==> config.mk <==
export PLATFORM = sky130hd
export DESIGN_NAME = uart_rx_fifo
export DESIGN_NICKNAME = d
export VERILOG_FILES = /design/src/rtl/uart_pkg.sv /design/src/rtl/uart_rx_fifo_mem.sv /design/src/rtl/uart_rx_fifo.sv
export SDC_FILE = /design/constraint.sdc
export NUM_CORES = 1
export LEC_CHECK = 0
export ABC_AREA = 1
export BUFFER_PORTS_ARGS = -buffer_cell sky130_fd_sc_hd__clkbuf_2
export CORE_ASPECT_RATIO = 1.2
export CORE_UTILIZATION = 50
export CTS_BUF_LIST = sky130_fd_sc_hd__clkbuf_8 sky130_fd_sc_hd__clkbuf_16
export CTS_CLUSTER_DIAMETER = 50
export DETAILED_ROUTE_END_ITERATION = 6
export HOLD_SLACK_MARGIN = 0.15
export PLACE_DENSITY = 0.75
export SETUP_SLACK_MARGIN = 0.4
export SYNTH_ARGS = -nofsm -noshare
export SYNTH_HDL_FRONTEND = slang
export SYNTH_HIERARCHICAL = 1
export SYNTH_SLANG_ARGS = --single-unit
==> constraint.sdc <==
create_clock -name clk -period 2.68 [get_ports clk]
set_clock_uncertainty 0.15 [all_clocks]
set_input_delay 0.268 -clock clk [delete_from_list [all_inputs] [get_ports clk]]
set_output_delay 0.268 -clock clk [all_outputs]
set_load 0.05 [all_outputs]
==> src/rtl/uart_pkg.sv <==
`default_nettype none
// ============================================================================
// Module      : uart_pkg
// Description : Shared UART constants and helpers for the receive path.
//               Provides default character width and oversampling rate,
//               the on-wire character length, and the idle-timeout tick
//               count helper used by uart_rx_fifo.
// Revision    : 1.0 - initial release
// ============================================================================
package uart_pkg;

  // Default character width and baud oversampling factor.
  localparam int UART_D_W       = 8;
  localparam int UART_B_TICK    = 16;

  // One character on the wire: start + 8 data + stop.
  localparam int UART_CHAR_BITS = 10;

  // Number of baud_clk ticks that make up an idle timeout of to_chars
  // character times.
  function automatic int uart_timeout_ticks(input int to_chars, input int b_tick);
    return to_chars * UART_CHAR_BITS * b_tick;
  endfunction

endpackage : uart_pkg
`default_nettype wire

==> src/rtl/uart_rx_fifo_mem.sv <==
`default_nettype none
// ============================================================================
// Module      : uart_rx_fifo_mem
// Description : DEPTH x D_W register array backing the receive buffer.
//               Synchronous write, asynchronous (combinational) read so the
//               head entry falls through to the output without a bubble.
// Ports       : clk    - system clock
//               we     - write enable
//               waddr  - write address
//               wdata  - write data
//               raddr  - read address
//               rdata  - read data (combinational from raddr)
// Revision    : 1.0 - initial release
// ============================================================================
module uart_rx_fifo_mem #(
  parameter int DEPTH = 16,
  parameter int D_W   = 8
) (
  input  logic                     clk,
  input  logic                     we,
  input  logic [$clog2(DEPTH)-1:0] waddr,
  input  logic [D_W-1:0]           wdata,
  input  logic [$clog2(DEPTH)-1:0] raddr,
  output logic [D_W-1:0]           rdata
);

  // Contents are intentionally not reset; validity is tracked by the
  // level counter in the parent.
  logic [D_W-1:0] r_mem [DEPTH];

  always_ff @(posedge clk) begin
    if (we) begin
      r_mem[waddr] <= wdata;
    end
  end

  assign rdata = r_mem[raddr];

endmodule : uart_rx_fifo_mem
`default_nettype wire

==> src/rtl/uart_rx_fifo.sv <==
`default_nettype none
// ============================================================================
// Module      : uart_rx_fifo
// Description : Receive buffer downstream of the UART receiver. Captures
//               each completed byte on a one-cycle strobe into a circular
//               buffer presented first-word-fall-through. Flags a sticky
//               overrun when a byte is dropped while full. Optional idle
//               timeout, enabled by defining UART_RX_FIFO_TIMEOUT_EN, flags
//               bytes left sitting in the buffer for TO_CHARS characters.
// Ports       : clk, rst      - clock, synchronous active-high reset
//               wr_data/valid - byte strobe from the receiver
//               baud_clk      - oversampling tick (timeout build only)
//               rd_data/valid/ready - FWFT consumer handshake
//               level, full   - occupancy
//               overrun, clr_overrun - sticky drop flag and its clear
//               timeout       - idle timeout flag (0 when compiled out)
// Revision    : 1.0 - initial release
// ============================================================================
module uart_rx_fifo
  import uart_pkg::*;
#(
  parameter int D_W      = UART_D_W,
  parameter int DEPTH    = 16,
  parameter int B_TICK   = UART_B_TICK,
  parameter int TO_CHARS = 4
) (
  input  logic                     clk,
  input  logic                     rst,
  input  logic [D_W-1:0]           wr_data,
  input  logic                     wr_valid,
  input  logic                     baud_clk,
  output logic [D_W-1:0]           rd_data,
  output logic                     rd_valid,
  input  logic                     rd_ready,
  output logic [$clog2(DEPTH):0]   level,
  output logic                     full,
  output logic                     overrun,
  input  logic                     clr_overrun,
  output logic                     timeout
);

  localparam int AW = $clog2(DEPTH);
  localparam int LW = AW + 1;
  localparam logic [LW-1:0] c_DEPTH_L = LW'(DEPTH);
  localparam int C_TO_TICKS = uart_timeout_ticks(TO_CHARS, B_TICK);

  logic [AW-1:0] r_wr_ptr;
  logic [AW-1:0] r_rd_ptr;
  logic [LW-1:0] r_level;
  logic          r_overrun;
  logic          w_push;
  logic          w_pop;
  logic          w_drop;

  assign rd_valid = (r_level != '0);
  assign full     = (r_level == c_DEPTH_L);
  assign level    = r_level;
  assign overrun  = r_overrun;

  // A pop frees a slot on the same edge, so a full buffer still accepts a
  // byte when the consumer is reading.
  assign w_pop  = rd_valid && rd_ready;
  assign w_push = wr_valid && (!full || w_pop);
  assign w_drop = wr_valid && !w_push;

  uart_rx_fifo_mem #(
    .DEPTH (DEPTH),
    .D_W   (D_W)
  ) u_mem (
    .clk   (clk),
    .we    (w_push),
    .waddr (r_wr_ptr),
    .wdata (wr_data),
    .raddr (r_rd_ptr),
    .rdata (rd_data)
  );

  // Pointers wrap by natural overflow since DEPTH is a power of two.
  always_ff @(posedge clk) begin
    if (rst) begin
      r_wr_ptr <= '0;
      r_rd_ptr <= '0;
      r_level  <= '0;
    end else begin
      if (w_push) r_wr_ptr <= r_wr_ptr + AW'(1);
      if (w_pop)  r_rd_ptr <= r_rd_ptr + AW'(1);
      case ({w_push, w_pop})
        2'b10:   r_level <= r_level + LW'(1);
        2'b01:   r_level <= r_level - LW'(1);
        default: r_level <= r_level;
      endcase
    end
  end

  // A drop in the same cycle as a clear wins, so no lost byte goes unseen.
  always_ff @(posedge clk) begin
    if (rst) begin
      r_overrun <= 1'b0;
    end else if (w_drop) begin
      r_overrun <= 1'b1;
    end else if (clr_overrun) begin
      r_overrun <= 1'b0;
    end
  end

`ifdef UART_RX_FIFO_TIMEOUT_EN
  localparam int CW = $clog2(C_TO_TICKS + 1);
  localparam logic [CW-1:0] c_TO_LAST = CW'(C_TO_TICKS - 1);

  logic [CW-1:0] r_to_cnt;
  logic          r_timeout;

  // Count idle baud ticks while data sits unread; any traffic restarts
  // the window. Counting pauses once the flag is raised.
  always_ff @(posedge clk) begin
    if (rst) begin
      r_to_cnt  <= '0;
      r_timeout <= 1'b0;
    end else if (w_push || w_pop) begin
      r_to_cnt  <= '0;
      r_timeout <= 1'b0;
    end else if (r_level == '0) begin
      r_to_cnt  <= '0;
    end else if (baud_clk && !r_timeout) begin
      if (r_to_cnt == c_TO_LAST) begin
        r_timeout <= 1'b1;
        r_to_cnt  <= '0;
      end else begin
        r_to_cnt  <= r_to_cnt + CW'(1);
      end
    end
  end

  assign timeout = r_timeout;
`else
  // Timeout feature compiled out: baud_clk and the timing parameters are
  // intentionally unused.
  logic w_unused_cfg;
  assign w_unused_cfg = baud_clk ^ (C_TO_TICKS == 0);
  assign timeout      = 1'b0;
`endif

endmodule : uart_rx_fifo
`default_nettype wire

==> results of run 1 <==
==> report_power, final <==
| group | internal [W] | leakage, nW | switching [W] |
|---|---|---|---|
| registers | 0.00250 | 1.27 | 0.0000955 |
| clock network | 0.00144 | 0.278 | 0.000883 |
| logic | 0.000732 | 1.78 | 0.00139 |
| total | 0.00467 | 3.33 | 0.00237 |
==> layout by cell type (no fill, tap or decap), types with 3 or more instances in the layout <==
cell type / n
nand2_1: 183
edfxtp_1: 128
inv_1: 118
nand3_1: 97
nor2_1: 32
clkbuf_2: 20
clkbuf_16: 19
buf_4: 16
nand3_2: 8
o21ai_1: 8
dfxtp_2: 7
dfxtp_1: 6
a21oi_1: 5
nor2_4: 4
ha_1: 4
clkinv_1: 4
clkinvlp_4: 4
dlygate4sd3_1: 4
buf_12: 4
nand3_4: 3
o21ai_0: 3
bufinv_16: 3
buf_8: 3
buf_6: 3
==> repair_timing <==
item | 4_1_cts | 5_1_grt
pin swaps | 0 | 1
setup endpoints to repair | 8 | 17
gates cloned | 2 | 2
gates resized for setup | 20 | 27
hold buffers | 4 | 0
hold endpoints to repair | 4 | 0
setup buffers | 4 | 1
==> cell families after synthesis <==
family,share of synthesized area
AND/OR/NAND/NOR,0.232
buffers and inverters,0.0979
adder cells (fa/ha/maj),0.0128
flip-flops,0.638
XOR/XNOR,0.00271
other,0.000580
AO/OA/AOI/OAI,0.0161
==> state kept, by name, summed over array words and instances, names as in the netlist <==
signal       cells
r_wr_ptr         4
overrun          1
u_mem/r_mem    128
level            5
r_rd_ptr         4
==> final cells by class <==
class                      count  area, µm²
tap                          164        205
clock inverter                14        153
inverter                     121        470
fill                         993       4920
clock buffer                  17        425
timing repair buffer          55        543
multi-input combinational    364       1760
sequential                   142       4140
==> worst min path at each step <==
stage                     from  cells past startpoint  slack (ns)                end
floorplan                  rst                      1        0.19            overrun
global placement       overrun                      2        0.31            overrun
detailed placement     overrun                      2        0.32            overrun
CTS                 wr_data[2]                      1        0.18  u_mem/r_mem[5][2]
global route        wr_data[2]                      1        0.20  u_mem/r_mem[4][2]
finish              wr_data[1]                      1        0.20  u_mem/r_mem[5][1]
==> routing by layer <==
metal / share of wire / up-vias / routed length, µm
met2: 0.51 / 228 / 7920
li1: - / 2196 / -
met3: 0.073 / 36 / 1140
met4: 0.022 / 0 / 345
met5: 0 / - / 0
met1: 0.40 / 2225 / 6220
==> stage by stage <==
stage | hold WS (ns) | utilization | worst slack, ns | cells | cell area, µm²
after floorplan | 0.187 | - | 0.432 | 653 | 6470
after global placement | 0.305 | 0.537 | 0.560 | 833 | 6770
after detailed placement | 0.318 | 0.537 | 0.518 | 833 | 6770
after CTS | 0.183 | 0.598 | 0.407 | 874 | 7540
after global routing | 0.202 | 0.610 | 0.332 | 877 | 7690
final | 0.198 | 0.610 | 0.435 | 877 | 7690
==> out/qor.yml, run 1 <==
die_h_um: 127
p_per_area_nw_per_um2: 916
path_depth: 8
power_w: 0.00705
synth.most_common_cell: "nand2_1"
wire_per_inst_um: 17.8
clkSlewWorstSetupHoldPaths_ns: 0.06
dieArea_um2: 13400
ys_seq_area_frac: 0.638
drive_above_1_share: 0.157
ios: 31
gp_congestion: 0.777
yosysWarningCount: 6
synthDistinctLibCells: 29
syn_nets: 673
worstSetupPathType: "flop to output pin"
avgSynthCellArea_um2: 9.90
area_growth_pct: 19.0
rows: 45
reg2reg_depth: 6
crit_arrival_ns: 1.83
dp_hpwl_um: 8710
crit_chain: "buf_4 -> buf_16 -> nand2_1 -> nand3_1 -> nand3_1 -> nand3_1 -> nand2_2 -> buf_8"
drt_wl_total_um: 15600
vias: 4685
slowest_delay_ns: 0.40
syn_area_um2: 6460
grt_antenna_before_repair: 0
synth_top_area_cell: "edfxtp_1"
startpoint: "r_rd_ptr[0]"
root_buffer: "clkbuf_16"
drc: 0
grt_pass1_vias: 4573
worst_pin_slew_ns: 0.829
die-width_um: 106
crit_top_cell: "nand3_1"
finalSetupTns_ns: 0
max_slew_margin: 0.445
drtIter0Drc: 455
peakVddDrop_mv: 0.565
synth_edf_count: 128
post-route-min-period_ns: 2.25
synth.area.top_cells: "edfxtp_1 59%, nand2_1 11%, nand3_1 8.0%"
maxCapViolCount: 0
clock_latency_ns: 0.42
timing.critical_path.buf_inv: 3
synth-main-ff-cell: "edfxtp_1"
run_status: "complete, no violations"
cts_tree: "done"
grt.busiest_layer: "met2"
end_kind: "output pin"
htreeDepth: 4
fin_crit_sh: 0.838
cts.path.max_buffers: 2
layout.nets: 721
hp-class: "input port to flop"
synthCells: 653
async_flop_share: 0
met1_usage: 0.308
r2r_start: "level[0]"
synth_seq_cells: 142
synth_common_cells: "185 x nand2_1, 128 x edfxtp_1, 117 x inv_1, 103 x nand3_1, 33 x nor2_1"
start_kind: "flop"
max_freq_mhz: 445
portBuffers: 28
initial_core_util: 0.513
grt_usage: 0.241
use_met3: 0.0468
report.final.setup_viol: 0
crit_required_ns: 2.26
r2r_setup_slack_ns: 0.52
overflow: 0
core-area_um2: 12600
drt-pass1-iter-count: 5
vias_per_cell: 5.34
postRouteAntennaNets: 0
grt_pass1_wl_um: 23800
r2r_end: "u_mem/r_mem[6][2]"
diodes: 0
crit_slowest_cell: "dfxtp_4"
synth.top_cell.area_share: 0.595
cts.sinks: 142
critical-path-top-delay-family: "simple AND/OR/NAND/NOR gates"
p_leak_nw: 3.33
cts_made_buffers: 17
cp_max_fo: 17
rsz0062_at_grt: "yes"
slew_viol_final: 0
critPathCapture: "rd_data[2]"
grtUsageMet2: 0.399
hold_viol_final: 0
grt_max_degree: 36
(Power assumes the default switching activity.)
==> inputs of run 2 (changes only) <==
Settings changed: ABC_AREA 1 to 0.
Clock period 2.68 ns to 2.3 ns, I/O delays scaled along.
==> out/qor.yml, run 2 <==
run_status: "finished, violations left"
violations: "negative setup slack"
power_switching_w: 0.00259
r2r_start: "level[3]"
clkPwrFrac: 0.298
wire_per_inst_um: 21.2
fin_crit_sh: 1.06
synth_seq_cells: 142
drt_wl_total_um: 12100
cts_tree: "done"
p_sw_frac: 0.303
hold_start: "rd_ready"
synth.top_cell.area_share: 0.654
maxCapViolCount: 0
cts.sinks: 142
overflow: 0
p_per_area_nw_per_um2: 1120
synthCells: 322
peakVddDrop_mv: 0.999
synth_top_area_cell: "edfxtp_1"
drtIter0Drc: 223
r2r_end: "u_mem/r_mem[0][4]"
async_flop_share: 0
grt_usage: 0.221
min_path_cells: 4
clkSlewWorstSetupHoldPaths_ns: 0.06
yosysWarningCount: 6
power_w: 0.00854
core-area_um2: 11500
clock_latency_ns: 0.41
cp_max_fo: 7
drt-pass1-iter-count: 4
die-width_um: 101
drive_above_1_share: 0.478
start_kind: "flop"
max_slew_margin: 0.594
vias_per_cell: 5.65
max_freq_mhz: 411
rows: 43
grt_max_degree: 26
power.share.sequential: 0.359
end_kind: "output pin"
rsz0062_at_grt: "yes"
critical-path-top-delay-family: "multiplexers"
postRouteAntennaNets: 0
synth_edf_count: 128
reg2reg_depth: 6
root_buffer: "clkbuf_16"
crit_chain: "buf_12 -> mux4_2 -> a22oi_2 -> nand2_2 -> buf_6"
dieArea_um2: 12200
crit_required_ns: 1.92
timing.critical_path.buf_inv: 2
vias: 3235
ys_seq_area_frac: 0.701
hold_viol_final: 0
dp_hpwl_um: 7340
portBuffers: 28
slowest_delay_ns: 0.50
largest-register: "u_mem/r_mem"
layout.nets: 423
fin_ws_ns: -0.133
grt_pass1_vias: 3353
worstSetupPathType: "flop to output pin"
worst_pin_slew_ns: 0.609
p_int_w: 0.00596
hp-class: "input port to flop"
fillers: 762
cts.path.max_buffers: 2
synth.area.top_cells: "edfxtp_1 65%, mux4_2 6.9%, mux4_1 6.3%"
slew_viol_final: 0
syn_area_um2: 5880
grt_antenna_before_repair: 0
final_common_cell: "edfxtp_1"
syn_nets: 342
holdWs_ns: 0.218
die_h_um: 121
combPwrFrac: 0.343
crit_arrival_ns: 2.05
multiInputGateArea_um2: 1960
synthDistinctLibCells: 51
final_cell_mix: "128 x edfxtp_1, 32 x mux4_2, 25 x buf_4"
drc: 0
crit_slowest_cell: "mux4_2"
area_growth_pct: 30.0
htreeDepth: 4
p_leak_nw: 2.54
initial_core_util: 0.511
synth-main-ff-cell: "edfxtp_1"
report.final.setup_viol: 8
largest_reg_flops: 128
synth.most_common_cell: "edfxtp_1"
cts_made_buffers: 17
hold_path_end: "level[4]"
r2r_setup_slack_ns: 0.11
post-route-min-period_ns: 2.43
synth_common_cells: "128 x edfxtp_1, 29 x nor2_1, 18 x mux4_2, 16 x a22oi_1"
grt_pass1_wl_um: 18800
regArea_um2: 4150
avgSynthCellArea_um2: 18.3
ios: 31
diodes: 0
gp_congestion: 0.788
[run 2: cell count changes after synthesis, moves of 6 or more]
cell / change
a22oi_1: +16
mux4_1: +14
o21ai_1: -7
nand3_1: -101
inv_1: -112
nor3_1: +6
mux4_2: +18
buf_2: -9
nand2_1: -175
nand2b_1: +7
[run 2: metal layers]
layer | vias up | GRT usage | share of wire
met5 | - | 0 | 0
met4 | 0 | 0.106 | 0.017
met3 | 19 | 0.0480 | 0.039
met2 | 96 | 0.374 | 0.54
met1 | 1653 | 0.269 | 0.40
li1 | 1467 | - | -
[run 2: layout make-up]
cell class / count / share of cell area
clock inverters: 15 / 0.0175
inverters: 6 / 0.00425
repair buffers: 78 / 0.0980
clock buffers: 17 / 0.0556
multi-input cells: 158 / 0.257
flip-flops and latches: 142 / 0.542
well taps: 157 / 0.0257
[run 2: what timing repair did]
action / 4_1_cts / 5_1_grt
gates cloned: 1 / 0
endpoints found under the hold margin: 138 / 0
buffers inserted: 16 / 1
resized for setup: 64 / 18
pin swaps: 20 / 11
hold buffers: 13 / 0
setup endpoints to repair: 142 / 146
[run 2: worst max path at each step]
stage,from,to,slack (ns),cells after the start
2_1_floorplan,level[0],u_mem/r_mem[0][0],0.07,6
3_3_place_gp,r_rd_ptr[0],rd_data[0],0.10,5
3_5_place_dp,level[3],level[4],0.07,8
4_1_cts,r_rd_ptr[0],rd_data[0],-0.17,5
5_1_grt,r_rd_ptr[0],rd_data[5],-0.17,5
6_report,r_rd_ptr[0],rd_data[5],-0.13,5
[run 2: power by group through the flow]
stage | clock network (W) | registers [W] | logic [W]
6_report | 0.00255 | 0.00307 | 0.00293
3_5_place_dp | 0 | 0.00312 | 0.00216
5_1_grt | 0.00269 | 0.00308 | 0.00309
2_1_floorplan | 0 | 0.00322 | 0.00160
3_3_place_gp | 0 | 0.00312 | 0.00213
4_1_cts | 0.00260 | 0.00306 | 0.00277
[run 2: cell families after synthesis]
kind of cell	share of synthesized area
adders and majority gates	0.0140
AOI/OAI and AO/OA	0.0449
buffers and inverters	0.0234
DFF	0.701
muxes	0.141
and+or+nand+nor	0.0643
other	0.000638
xor gates and xnor gates	0.0104
[run 2: worst register-to-register path, cell delays in order (launching register included)]
cell	delay (ns)
dfxtp_4	0.34
or4_4	0.57
o31ai_4	0.23
inv_2	0.10
or3b_4	0.33
nor3_4	0.07
buf_12	0.15
[run 2: through the flow]
step	setup WS [ns]	util	std cells	cell area [µm²]	setup TNS (ns)
2_1_floorplan	0.0688	-	322	6080	0
3_3_place_gp	0.104	0.563	510	6480	0
3_5_place_dp	0.0693	0.563	510	6480	0
4_1_cts	-0.171	0.659	572	7590	-1.09
5_1_grt	-0.173	0.664	573	7650	-1.16
6_report	-0.133	0.664	573	7650	-0.814
